$ cat src/rtl/uart_tx_frame_pkg.sv
// Shared definitions for the UART transmitter.
// Parity modes, default word width and FSM states.
package uart_tx_frame_pkg;

  localparam int UART_DATA_WIDTH = 8;

  localparam int PAR_NONE = 0;
  localparam int PAR_ODD  = 1;
  localparam int PAR_EVEN = 2;

  typedef enum logic [2:0] {
    S_IDLE,
    S_START,
    S_DATA,
    S_PARITY,
    S_STOP
  } state_t;

  // Upper bits of d must be zero; they do not change the XOR.
  function automatic logic par_bit(
    input int         mode,
    input logic [8:0] d
  );
    return (mode == PAR_ODD) ? ~^d : ^d;
  endfunction

endpackage

$ cat src/rtl/uart_baud_gen.sv
// Bit-period timer for the UART.
// Pulses bit_end in the last clock of each bit period.
module uart_baud_gen #(
  parameter int CLKS_PER_BIT = 16
) (
  input  logic clk_i,
  input  logic rst_i,
  input  logic restart,
  output logic bit_end
);

  localparam int CW = $clog2(CLKS_PER_BIT);
  localparam logic [CW-1:0] RELOAD = CW'(CLKS_PER_BIT - 1);

  logic [CW-1:0] cnt;

  assign bit_end = (cnt == '0);

  // Down-counter: reload on restart or when a bit period ends.
  always_ff @(posedge clk_i) begin
    if (rst_i || restart || bit_end) begin
      cnt <= RELOAD;
    end else begin
      cnt <= cnt - 1'b1;
    end
  end

endmodule

$ cat src/rtl/uart_tx_frame.sv
// UART transmitter: start, data LSB first, optional parity, stop.
// Ready/valid input, registered glitch-free serial output.
module uart_tx_frame
  import uart_tx_frame_pkg::*;
#(
  parameter int DATA_WIDTH   = UART_DATA_WIDTH,
  parameter int CLKS_PER_BIT = 16,
  parameter int PARITY       = PAR_NONE,
  parameter int STOP_BITS    = 1
) (
  input  logic                  clk_i,
  input  logic                  rst_i,
  input  logic [DATA_WIDTH-1:0] data_i,
  input  logic                  data_i_v,
  output logic                  data_i_rdy,
  output logic                  tx_o,
  output logic                  busy_o
);

  if (DATA_WIDTH < 5 || DATA_WIDTH > 9 ||
      CLKS_PER_BIT < 2 ||
      PARITY < PAR_NONE || PARITY > PAR_EVEN ||
      STOP_BITS < 1 || STOP_BITS > 2) begin : g_bad_param
    $error("uart_tx_frame: illegal parameter set");
  end

  localparam int BW = $clog2(DATA_WIDTH) + 1;
  localparam logic [BW-1:0] LAST_D = BW'(DATA_WIDTH - 1);
  localparam logic [BW-1:0] LAST_S = BW'(STOP_BITS - 1);
  localparam bit HAS_PAR = (PARITY != PAR_NONE);

  state_t                state, state_n;
  logic [DATA_WIDTH-1:0] shreg, shreg_n;
  logic [BW-1:0]         bcnt, bcnt_n;
  logic                  par, par_n;
  logic                  tx, tx_n;
  logic                  rdy, accept;
  logic                  restart, bit_end;

  uart_baud_gen #(
    .CLKS_PER_BIT(CLKS_PER_BIT)
  ) u_baud (
    .clk_i  (clk_i),
    .rst_i  (rst_i),
    .restart(restart),
    .bit_end(bit_end)
  );

  assign data_i_rdy = rdy;
  assign tx_o       = tx;
  assign busy_o     = (state != S_IDLE);

  // Next state, shift/count updates and the next serial bit.
  always_comb begin
    state_n = state;
    shreg_n = shreg;
    bcnt_n  = bcnt;
    par_n   = par;
    restart = 1'b0;
    rdy     = 1'b0;
    unique case (state)
      S_IDLE: rdy = 1'b1;
      S_START: begin
        if (bit_end) begin
          state_n = S_DATA;
          bcnt_n  = '0;
        end
      end
      S_DATA: begin
        if (bit_end) begin
          shreg_n = shreg >> 1;
          if (bcnt == LAST_D) begin
            state_n = HAS_PAR ? S_PARITY : S_STOP;
            bcnt_n  = '0;
          end else begin
            bcnt_n = bcnt + 1'b1;
          end
        end
      end
      S_PARITY: begin
        if (bit_end) begin
          state_n = S_STOP;
          bcnt_n  = '0;
        end
      end
      S_STOP: begin
        if (bit_end) begin
          if (bcnt == LAST_S) begin
            rdy     = 1'b1;
            state_n = S_IDLE;
          end else begin
            bcnt_n = bcnt + 1'b1;
          end
        end
      end
      default: state_n = S_IDLE;
    endcase
    if (rst_i) begin
      rdy = 1'b0;
    end
    accept = rdy && data_i_v;
    if (accept) begin
      state_n = S_START;
      shreg_n = data_i;
      par_n   = par_bit(PARITY, 9'(data_i));
      restart = 1'b1;
    end
    unique case (state_n)
      S_START:  tx_n = 1'b0;
      S_DATA:   tx_n = shreg_n[0];
      S_PARITY: tx_n = par_n;
      default:  tx_n = 1'b1;
    endcase
  end

  // State, datapath and output line registers.
  always_ff @(posedge clk_i) begin
    if (rst_i) begin
      state <= S_IDLE;
      shreg <= '0;
      bcnt  <= '0;
      par   <= 1'b0;
      tx    <= 1'b1;
    end else begin
      state <= state_n;
      shreg <= shreg_n;
      bcnt  <= bcnt_n;
      par   <= par_n;
      tx    <= tx_n;
    end
  end

endmodule

$ cat config.mk
export PLATFORM = sky130hd
export DESIGN_NAME = uart_tx_frame
export DESIGN_NICKNAME = d
export VERILOG_FILES = /design/src/rtl/uart_tx_frame_pkg.sv /design/src/rtl/uart_baud_gen.sv /design/src/rtl/uart_tx_frame.sv
export SDC_FILE = /design/constraint.sdc
export NUM_CORES = 1
export LEC_CHECK = 0
export BUFFER_PORTS_ARGS = -buffer_cell sky130_fd_sc_hd__buf_4
export CAP_MARGIN = 10
export CELL_PAD_IN_SITES_DETAIL_PLACEMENT = 0
export CELL_PAD_IN_SITES_GLOBAL_PLACEMENT = 1
export CORE_MARGIN = 1
export CORE_UTILIZATION = 46
export CTS_CLUSTER_SIZE = 24
export DETAILED_ROUTE_END_ITERATION = 12
export HOLD_SLACK_MARGIN = 0.08
export PLACE_DENSITY_LB_ADDON = 0.1
export SLEW_MARGIN = 20
export SYNTH_ARGS = -nofsm -noshare
export SYNTH_HDL_FRONTEND = slang
export SYNTH_HIERARCHICAL = 1
export SYNTH_SLANG_ARGS = --single-unit
$ cat constraint.sdc
create_clock -name clk_i -period 4.35 [get_ports clk_i]
set_input_delay 0.6525 -clock clk_i [delete_from_list [all_inputs] [get_ports clk_i]]
set_output_delay 0.6525 -clock clk_i [all_outputs]
set_load 0.05 [all_outputs]
== Word-level counts from Yosys, hierarchy flattened ==
Index checks and enable logic that the tools add are counted.
Cells by class
  add/sub/neg operators: 2
  $mul: 0
  div/mod/pow operators: 0
  magnitude comparators: 0
  equality and inequality tests: 12
  shifts and indexed selects: 0
  mux-type cells: 24
  bitwise operators: 0
  reductions and logical operators: 14
Operators with widths (count)
  2-to-1 mux 8 bit: 3
  2-to-1 mux 3 bit: 7
  2-to-1 mux 4 bit: 5
  one-hot mux 3 bit (5 select lines): 1
  equality test 3 x 2 -> 1 bit, second input constant: 4
  one-hot mux 4 bit (3 select lines): 1
  parity 9 bit: 1
  zero test 4 bit: 2
  equality test 3 x 1 -> 1 bit, second input constant: 2
  != test 2 x 1 -> 1 bit, second input constant: 3
  nonzero test 3 bit: 2
  2-to-1 mux 1 bit: 5
  AND reduction 5 bit: 1
  adder 4 x 1 -> 4 bit, second input constant: 1
  equality test 4 x 3 -> 1 bit, second input constant: 1
  nonzero test 2 bit: 2
  subtractor 4 x 1 -> 4 bit, second input constant: 1
  equality test 3 bit, second input constant: 1
  zero test 3 bit: 1
  one-hot mux 1 bit (3 select lines): 1
  logical OR 1 bit: 2
  != test 2 bit, second input constant: 1
  one-hot mux 1 bit (2 select lines): 1
  AND reduction 2 bit: 1
  2 further kinds: 2
Storage, ports and cells
  flip-flop bits (word level): 21
  bits in latches: 0
  memory bits (writable): 0
  ROM bits: 0
  input bits: 11
  output and inout port bits: 3
  word-level logic and storage cells: 59
  memories kept: 0

== Longest topological paths before layout ==
  depth after elaboration: 9
  mapped depth: 10
  mapped depth without buffers: 9

== Hierarchy ==
The synthesis kept the hierarchy.
By module, submodules not included
  uart_tx_frame: instances 1, cells an instance 106, area an instance 958.4 sq um, seq. area each 340.3 sq um
  uart_baud_gen: instances 1, cells an instance 17, area an instance 160.2 sq um, seq. area each 80.1 sq um

== Worst setup path after synthesis ==
Ideal clock, no wire load.
  path kind: flip-flop to output port
  start point: reg u_baud.cnt[0]
  end point: out data_i_rdy
  arrival time: 2887 ps
  path slack: 811 ps
  cell stages (with the launch flop): 8
  buffers on the path: 0
  cell sequence: dfxtp_1 > inv_1 > ha_1 > or3b_1 > inv_1 > nand4bb_1 > and2_1 > nor4_1
On the way
  longest elaborated chain between the ends: 4
RTL lines
  start, declared: RTL line uart_baud_gen.sv:15  | logic [CW-1:0] cnt;
  start signal, assigned: RTL line uart_baud_gen.sv:24  | cnt <= cnt - 1'b1;
  zero test 4 bit: RTL line uart_baud_gen.sv:17  | assign bit_end = (cnt == '0);
  net bit_end: RTL line uart_tx_frame.sv:38  | logic restart, bit_end;
  2-to-1 mux 1 bit: RTL line uart_tx_frame.sv:87  | if (bit_end) begin
  one-hot mux 1 bit (2 select lines): RTL line uart_tx_frame.sv:61  | unique case (state)
  2-to-1 mux 1 bit: RTL line uart_tx_frame.sv:98  | if (rst_i) begin
  end, declared: RTL line uart_tx_frame.sv:15  | output logic data_i_rdy,
The timed path passes the listed nets, and every way through them passes these cells.

== Worst setup path in the final report ==
Same ends and word-level chain as after synthesis.

==> results.md <==
* Final setup viols at 0
* CTS HTree Levels at 1
* GRT Util Overall at between 10% and 20%
* Max-slew violations at 0
* Vias at 876
* Gpl congestion at about 0.8
* EDFF count, synth at 0
* Port bufs at 13
* Cts hold-fix bufs at 0
* Leak pwr at 0.515 nW
* Area added between synthesis and finish at 11.9%
* CTS Buffer Depth at 2
* CP arrival at 2.32 ns
* Period utilization at around 68%
* Pin count of the biggest net entering global routing at 20
* Min-delay worst type: flop to flop
* Setup TNS at 0 ns
* WS Path Type: flop to output pin
* Global-route wire length before repair at roughly 3600 µm
* Synth Area per Inst at just over 9 µm²
* Initial DRC Count at 13
* Routed Antenna Nets at 0
* Initial core utilization at between 40% and 50%
* Horiz. Die Dim at 51.3 µm
* GR Overflow Total at 0
* Pwr Density at 292 nW/µm²
* Commonest non-fill, non-tap cell in the layout: nor2_1
* Final setup margin at 1.38 ns
* CTS sink cnt at 21
* Root Buffer: clkbuf_4
* Core area at about 2300 µm²
* Post-CTS setup buffer count at 0
* Routed vias/inst at 5.34
* Top Ports at 14
* Crit-path cells: inv_1 > ha_1 > or3b_1 > inv_1 > nand4bb_1 > and2_1 > nor4_1 > buf_4
* Detailed Route WL at 2000 µm
* Nets at 151
* DIE AREA at about 2600 µm²
* Highest-count cells in the layout ignoring fill and taps: nor2_1 (23), dfxtp_1 (21), buf_4 (13)
* Syn Inst Count at ~120
* Synth Register Bits at 21
* Top FF cell, synth: dfxtp_1
* Max Cap Violations at 0
* Clk slew on worst S/H paths at 0.12 ns
* Most frequent CP cell: inv_1
* Ys Warns at 6
* Layout cells sized above 1 at between 10% and 20%
* CTS tree: built
* Asr flop ratio synth at 0%
* 1st-pass router iterations at 4
* Post-route DRC at 0
* RSZ-0062 raised after global routing: no
* Worst EP required at 3.70 ns
* Initial antenna violation count at 0
* Least-Margin Pin Slew at 0.516 ns
* Clk_lat worst skew at about 0.31 ns
* Startpoint types: flop
* Placement Setup Slack at about 1.6 ns
* Status: complete, no violations
* Critical path peak fanout at 7
* CP max stage delay at around 0.42 ns
* Rows at 17
* Register area share after synthesis at 37.6%
* Number of global-route vias before repair at 830
* ANT cells at 0
* Post_cts resized at 0
* Synthesized cell area at around 1100 µm²
* Syn_nets at between 100 and 150
* Worst Skew at 0.00365 ns
* Hpwl dp at roughly 1500 µm
* Max Fclk at 337 MHz
* Period minus WS final at a little under 3 ns
* Total CTS buffers at 3
* Final Hold Vio Count at 0
* Worst vdd rail ir drop at approximately 0.23 mV
* DIE HEIGHT at 51.3 µm
* Relative slew slack at 65.5%
* Synth cell types at 39
* CP max-delay cell: or3b_1
* Worst Setup End Kind: output pin
* WL/cell at 12.2 µm
* Number of fill cells at between 200 and 250
## metrics by stage
step / total power, mW / utilization [%] / instances / hold WS (ns) / instance area, µm²
2_1_floorplan: 0.254 / - / 123 / 0.389 / 1120
3_3_place_gp: 0.273 / 54.3 / 160 / 0.402 / 1220
3_5_place_dp: 0.274 / 54.3 / 160 / 0.426 / 1220
4_1_cts: 0.369 / 55.5 / 164 / 0.456 / 1250
5_1_grt: 0.384 / 55.5 / 164 / 0.471 / 1250
6_report: 0.365 / 55.5 / 164 / 0.449 / 1250
## power breakdown
part | total, mW | switching, mW | leakage [nW] | internal, mW
clock | 0.0956 | 0.0613 | 0.0177 | 0.0343
combinational | 0.0639 | 0.0346 | 0.326 | 0.0293
sequential | 0.206 | 0.00516 | 0.171 | 0.200
total | 0.365 | 0.101 | 0.515 | 0.264
## worst max-delay path: cells and delay by family (launching register included)
kind	cells	cell delay [ns]
buf+inv	3	0.49
flops	1	0.35
fa+ha+maj	1	0.16
simple gates	4	1.00
## cell usage after synthesis, types with 2 or more instances
| library cell | n | share of area, % |
|---|---|---|
| nor2_1 | 23 | 7.7 |
| dfxtp_1 | 21 | 38 |
| a21oi_1 | 10 | 4.5 |
| mux2i_1 | 8 | 7.2 |
| xnor2_1 | 8 | 6.3 |
| inv_1 | 7 | 2.3 |
| nor2b_1 | 4 | 2.2 |
| ha_1 | 3 | 3.4 |
| nand2_1 | 3 | 1.0 |
| nand3_1 | 3 | 1.3 |
| o21ai_0 | 3 | 1.3 |
| mux2_4 | 2 | 2.7 |
| or3_1 | 2 | 1.1 |
## flip-flops by register name, summed over array words and instances, names as in the netlist
register and cells:
state 3, par 1, tx_o 1, u_baud/cnt 4, shreg 8, bcnt 4
## final cells by class
class | instances | area, µm² | area share [%]
Inverter | 7 | 26.3 | 2.10
Sequential cell | 21 | 420 | 33.6
Clock inverter | 1 | 5.00 | 0.400
Timing Repair Buffer | 13 | 97.6 | 7.80
Tap cell | 28 | 35.0 | 2.80
Multi-Input combinational cell | 91 | 644 | 51.5
Clock buffer | 3 | 22.5 | 1.80
## cells by family (layout without fill, tap and decap cells)
group | Yosys count | in the layout | share of synthesized area, %
AOI/OAI and AO/OA | 22 | 22 | 14.0
adders and majority gates | 3 | 3 | 3.36
buffers and inverters | 11 | 24 | 4.81
DFF | 21 | 21 | 37.6
xor gates and xnor gates | 9 | 9 | 7.05
and+or+nand+nor | 47 | 47 | 23.4
muxes | 10 | 10 | 9.84
## path summary, 6_finish.rpt
check / startpoint / to / slack, ns / cells past startpoint
setup / recovery: u_baud/cnt[0] / data_i_rdy / 1.38 / 8
hold / removal: u_baud/cnt[0] / u_baud/cnt[0] / 0.45 / 1
setup reg to reg: u_baud/cnt[0] / tx_o / 1.55 / 9
hold reg to reg: u_baud/cnt[0] / u_baud/cnt[0] / 0.45 / 1
## routing by layer
| metal | part of all wire, % | vias to the layer above | track usage, % |
|---|---|---|---|
| li1 | - | 452 | - |
| met1 | 49 | 408 | 23.5 |
| met2 | 47 | 12 | 29.6 |
| met3 | 2.0 | 4 | 2.68 |
| met4 | 1.6 | 0 | 9.46 |
| met5 | 0 | - | 0 |
Note: power is estimated with default switching activity, not from simulation.
